File: config.mk
export PLATFORM = sky130hd
export DESIGN_NAME = axis_skid_buffer
export DESIGN_NICKNAME = d
export VERILOG_FILES = /design/src/rtl/axis_sample_checker_pkg.sv /design/src/rtl/axis_sample_checker_skid_buffer.sv
export SDC_FILE = /design/constraint.sdc
export NUM_CORES = 1
export LEC_CHECK = 0
export ABC_CLOCK_PERIOD_IN_PS = 1500
export BUFFER_PORTS_ARGS = -buffer_cell sky130_fd_sc_hd__buf_2
export CAP_MARGIN = 20
export CORE_MARGIN = 3
export CORE_UTILIZATION = 45
export DETAILED_ROUTE_END_ITERATION = 12
export HOLD_SLACK_MARGIN = 0.12
export PLACE_DENSITY = 0.75
export SLEW_MARGIN = 20
export SYNTH_ARGS = -nofsm -noshare
export SYNTH_HDL_FRONTEND = slang
export SYNTH_SLANG_ARGS = --single-unit
File: constraint.sdc
create_clock -name ACLK -period 1.5 [get_ports ACLK]
set_clock_uncertainty 0.15 [all_clocks]
set_input_delay 0 -clock ACLK [delete_from_list [all_inputs] [get_ports ACLK]]
set_output_delay 0 -clock ACLK [all_outputs]
set_load 0.02 [all_outputs]
File: src/rtl/axis_sample_checker_pkg.sv
// ---------------------------------------------------------------------------
// axis_checker_pkg
// Shared types and constants for the AXI-Stream sample checker slice.
//   state_t          : checker state (ST_SYNC waits for a first beat to lock
//                      onto, ST_TRACK compares each beat against the last+1)
//   MAX_DATA_WIDTH   : upper bound on the stream width the constants cover
//   ERR_COUNT_SAT    : saturation value for error counters (slice to width)
//   TKEEP_RESET      : value driven on TKEEP while no beat is held (slice)
// ---------------------------------------------------------------------------
package axis_checker_pkg;

  typedef enum logic {
    ST_SYNC,
    ST_TRACK
  } state_t;

  localparam int MAX_DATA_WIDTH = 1024;

  localparam logic [MAX_DATA_WIDTH-1:0]   ERR_COUNT_SAT = '1;
  localparam logic [MAX_DATA_WIDTH/8-1:0] TKEEP_RESET   = '1;

endpackage

File: src/rtl/axis_sample_checker_skid_buffer.sv
// ---------------------------------------------------------------------------
// axis_skid_buffer
// Two-entry AXI-Stream register slice: a main register feeding the M side
// and a skid register that catches the one beat accepted in the cycle the
// downstream stalls. Every output, including s_tready, comes from a flop.
// Ports:
//   ACLK, ARESETN                         : clock, synchronous active-low reset
//   s_tdata/s_tkeep/s_tlast/s_tvalid      : upstream beat
//   s_tready                              : upstream ready (low while skid full)
//   m_tdata/m_tkeep/m_tlast/m_tvalid      : downstream beat
//   m_tready                              : downstream ready
// ---------------------------------------------------------------------------
module axis_skid_buffer
  import axis_checker_pkg::*;
#(
  parameter int W = 32
) (
  input  logic           ACLK,
  input  logic           ARESETN,
  input  logic [W-1:0]   s_tdata,
  input  logic [W/8-1:0] s_tkeep,
  input  logic           s_tlast,
  input  logic           s_tvalid,
  output logic           s_tready,
  output logic [W-1:0]   m_tdata,
  output logic [W/8-1:0] m_tkeep,
  output logic           m_tlast,
  output logic           m_tvalid,
  input  logic           m_tready
);

  logic [W-1:0]   skid_data;
  logic [W/8-1:0] skid_keep;
  logic           skid_last;
  logic           skid_valid;
  logic           s_acc;
  logic           main_free;
  logic           skid_valid_next;

  assign s_acc     = s_tvalid && s_tready;
  assign main_free = !m_tvalid || m_tready;

  // The skid slot drains whenever the main register can move, and fills when
  // a beat is accepted while the main register is stuck. Ready is the
  // registered inverse of that next occupancy, so upstream sees a clean flop.
  always_comb begin
    skid_valid_next = skid_valid;
    if (main_free) begin
      skid_valid_next = 1'b0;
    end else if (s_acc) begin
      skid_valid_next = 1'b1;
    end
  end

  // Main register loads from the skid slot first (older beat) so ordering is
  // preserved; otherwise straight from the input. A stalled main register
  // holds every M-side output untouched.
  always_ff @(posedge ACLK) begin
    if (!ARESETN) begin
      m_tdata    <= '0;
      m_tkeep    <= TKEEP_RESET[W/8-1:0];
      m_tlast    <= 1'b0;
      m_tvalid   <= 1'b0;
      skid_data  <= '0;
      skid_keep  <= TKEEP_RESET[W/8-1:0];
      skid_last  <= 1'b0;
      skid_valid <= 1'b0;
      s_tready   <= 1'b0;
    end else begin
      skid_valid <= skid_valid_next;
      s_tready   <= !skid_valid_next;
      if (main_free) begin
        if (skid_valid) begin
          m_tdata  <= skid_data;
          m_tkeep  <= skid_keep;
          m_tlast  <= skid_last;
          m_tvalid <= 1'b1;
        end else if (s_acc) begin
          m_tdata  <= s_tdata;
          m_tkeep  <= s_tkeep;
          m_tlast  <= s_tlast;
          m_tvalid <= 1'b1;
        end else begin
          m_tvalid <= 1'b0;
        end
      end else if (s_acc) begin
        skid_data <= s_tdata;
        skid_keep <= s_tkeep;
        skid_last <= s_tlast;
      end
    end
  end

endmodule

==> out/qor.txt <==
STATUS
--------------------------------------------------------------------------
Result of the run                                             finished clean

SETUP PATH
--------------------------------------------------------------------------
Slowest-stage cell, CP                                        sky130_fd_sc_hd__dfxtp_4
Number of buffers and inverters on the critical path                     2
Top Family by Delay on Critical Path                          compound AO/OA/AOI/OAI gates
Required time reported for the critical path endpoint              1.55 ns
CP Capture Type                                                  flip-flop
Data arrival time of the worst path                                1.52 ns
Class of the most critical setup path                           reg -> reg
CP Max Fanout                                                           20
Worst path max stage delay                                         0.37 ns
Chain of cells forming the critical path                      buf_4 > a21o_1 > buf_6 > a21oi_1 > o21ai_0
Launching element type of the critical path                      flip-flop

ROUTE
--------------------------------------------------------------------------
Iter 0 DRT Violations                                                  170
Pre-Repair DR Iteration Count                                            4
Number of DRC violations after detailed routing                          0
Via total after detailed routing                                      2932
Sum of routed wire length over all layers                         8.341 mm
Antenna-violating nets left                                              0
Via density                                                          5.180
Routed WL per cell                                                14.74 µm

CTS
--------------------------------------------------------------------------
Bufs on Longest Clock Path                                               2
Clock sinks                                                             77
Cell chosen for the clock root                                sky130_fd_sc_hd__clkbuf_8
Post CTS Setup Buffer Count                                              0
TritonCTS clock tree                                                 built
Clock Pin Slew Worst Setup and Hold Paths                          0.08 ns
Number of buffers added by the clock tree synthesis step                 9
Clock Latency Late Sink                                            0.34 ns
Number of H-tree levels                                                  3

LOGIC SYNTHESIS
--------------------------------------------------------------------------
Mapped Cells                                                           344
Mean area per synthesized cell                                   9.526 µm²
Number of storage elements in the synthesis netlist                     77
Number of unique standard cell types used by synthesis                  23
Netlist area before placement                                     3277 µm²
Syn. warnings                                                            0
Nets in the synthesized netlist                                        385
Post-synthesis sequential area ratio                                47.04%
Largest area contributor in the synthesized netlist           sky130_fd_sc_hd__dfxtp_1
Top cell type's share of synthesized area                           47.04%
Dominant cells by area after synthesis                        sky130_fd_sc_hd__dfxtp_1 (47%), sky130_fd_sc_hd__mux2i_1 (10%), sky130_fd_sc_hd__o211a_1 (10%), sky130_fd_sc_hd__nand2_1 (8.5%), sky130_fd_sc_hd__a21boi_1 (6.0%)

LAYOUT
--------------------------------------------------------------------------
Number of filler instances in the final layout                         567
Final Core Density                                                  64.72%
Share of layout cells above drive strength 1                        26.81%
Synthesis-to-finish area growth                                     37.15%
Most common cell after layout, fill and taps aside            sky130_fd_sc_hd__buf_2
Number of antenna cells inserted                                         0
Final-stage net count                                                  506
Commonest cells after routing, fill and taps aside            sky130_fd_sc_hd__buf_2 (79), sky130_fd_sc_hd__dfxtp_1 (76), sky130_fd_sc_hd__nand2_1 (74), sky130_fd_sc_hd__dlygate4sd3_1 (39), sky130_fd_sc_hd__nand3_1 (37)

FLOORPLANNING
--------------------------------------------------------------------------
Die width                                                         91.34 µm
Number of top-level design ports                                        80
Die H                                                             91.34 µm
Initial standard-cell utilization of the core                       47.19%
Std-Cell Core Area                                                6944 µm²
Total number of placement rows                                          30
Total die area                                                    8342 µm²

STA
--------------------------------------------------------------------------
Worst slew margin relative to its limit                             66.53%
RSZ-0062 raised after global routing                                  true
Final critical-path required period                               1.469 ns
Final worst path period share                                       97.92%
Upper clock frequency limit                                      680.8 MHz
Final count of pins violating max slew                                   0
Final Hold Violating Endpoints                                           0
Setup-violating endpoint count in the final report                       0
Slew of the pin with the lowest slew margin                      0.5008 ns
Total negative slack                                                  0 ns

GRT
--------------------------------------------------------------------------
Total grt overflow                                                       0
Largest net degree at the start of global routing                       78
Antenna violations before repair                                         0
Global-route usage over all layers                                  19.82%
Wire length of the first global-routing pass                      13.44 mm
Vias in the first global route                                        2829

HOLD PATH
--------------------------------------------------------------------------
Type of the worst min-delay path                                 in -> reg

PLACEMENT
--------------------------------------------------------------------------
Count of buffers inserted at the top-level ports                        79
Gp weighted congestion                                              0.7472
Half-perimeter wire length of the detailed placement result       5.070 mm

JOB
--------------------------------------------------------------------------
MaxCap Viol Count                                                        0

POWER
--------------------------------------------------------------------------
Cell area power density                                       993.7 nW/µm²
Max IR drop VDD                                                   622.1 µV
Leakage component of the power                                    2.108 nW

[worst register-to-register path, delay by kind of cell (launching register included)]
kind	cells	cell delay, ns
compound gates	3	0.48
buf+inv	2	0.34
flops	1	0.37
[cell usage after synthesis (all sizes together)]
| master | number |
|---|---|
| dfxtp | 77 |
| nand2 | 74 |
| nand3 | 37 |
| a21boi | 35 |
| mux2i | 33 |
| o211a | 33 |
| buf | 19 |
| clkbuf | 12 |
| a21oi | 5 |
| a2111oi | 4 |
| nor2b | 4 |
| o21ai | 4 |
| a21o | 1 |
| and2b | 1 |
| and3 | 1 |
| and4b | 1 |
| nand2b | 1 |
| nand4b | 1 |
| nor2 | 1 |
[per-stage QoR]
step | cells | total power [mW] | setup WS, ns | cell area, µm² | hold slack [ns]
after floorplan | 344 | 2.533 | 0.06567 | 3277 | -0.02584
after global placement | 509 | 2.726 | -0.08389 | 3825 | 0.07101
after detailed placement | 509 | 2.737 | -0.1316 | 3825 | 0.08926
after CTS | 565 | 4.492 | 0.02940 | 4449 | 0.1392
after global routing | 566 | 4.650 | -0.01075 | 4494 | 0.1757
final | 566 | 4.466 | 0.03123 | 4494 | 0.1502
[where the power goes]
part           switching (mW)  total [mW]  internal (mW)
clock network           0.753        1.68          0.928
logic                   0.322       0.615          0.293
registers              0.0449        2.17           2.13
[cell type report]
| class | count | area [µm²] | area share [%] |
|---|---|---|---|
| Tap cell | 96 | 120.1 | 2.673 |
| Sequential cell | 77 | 1545 | 34.38 |
| Multi-Input combinational cell | 237 | 1589 | 35.36 |
| Clock buffer | 9 | 123.9 | 2.756 |
| Clock inverter | 7 | 90.09 | 2.004 |
| Timing Repair Buffer | 140 | 1026 | 22.83 |
[cell families (layout without fill, tap and decap cells)]
| logic type | Yosys count | in the layout | share of synthesized area [%] |
|---|---|---|---|
| simple gates | 121 | 122 | 16.61 |
| buf+inv | 31 | 156 | 5.384 |
| compound gates | 82 | 82 | 20.89 |
| mux | 33 | 33 | 10.08 |
| flops | 77 | 77 | 47.04 |
[per-layer routing]
layer | track usage, % | wire [µm] | share of wire, % | up-vias
met5 | 0 | 0 | 0 | -
met4 | 7.161 | 76 | 0.91 | 0
met3 | 3.480 | 417 | 5.0 | 7
met2 | 34.52 | 4299 | 52 | 79
met1 | 24.44 | 3548 | 43 | 1394
li1 | - | - | - | 1452
[registers in the layout, summed over array words and instances, names as in the netlist]
| signal | flops |
|---|---|
| skid_last | 1 |
| m_tdata | 32 |
| skid_keep | 4 |
| s_tready | 1 |
| m_tkeep | 4 |
| skid_valid | 1 |
| skid_data | 32 |
| m_tlast | 1 |
| m_tvalid | 1 |
[path summary, 6_finish.rpt]
path,start,cells past startpoint,end,slack (ns)
worst max-delay path,skid_valid,5,m_tkeep[1],0.03
worst max register to register,skid_valid,5,m_tkeep[1],0.03
worst min-delay path,m_tready,5,skid_keep[3],0.15
worst min register to register,skid_data[24],2,skid_data[24],0.30
[repair_timing]
action / 4_1_cts / 5_1_grt
gates resized for setup: 5 / 10
pin swaps: 1 / 1
cloned: 1 / 1
hold endpoints to repair: 77 / 0
endpoints found under the setup margin: 34 / 40
hold buffers: 39 / 0
No activity file was read; power rests on OpenSTA's default activity.
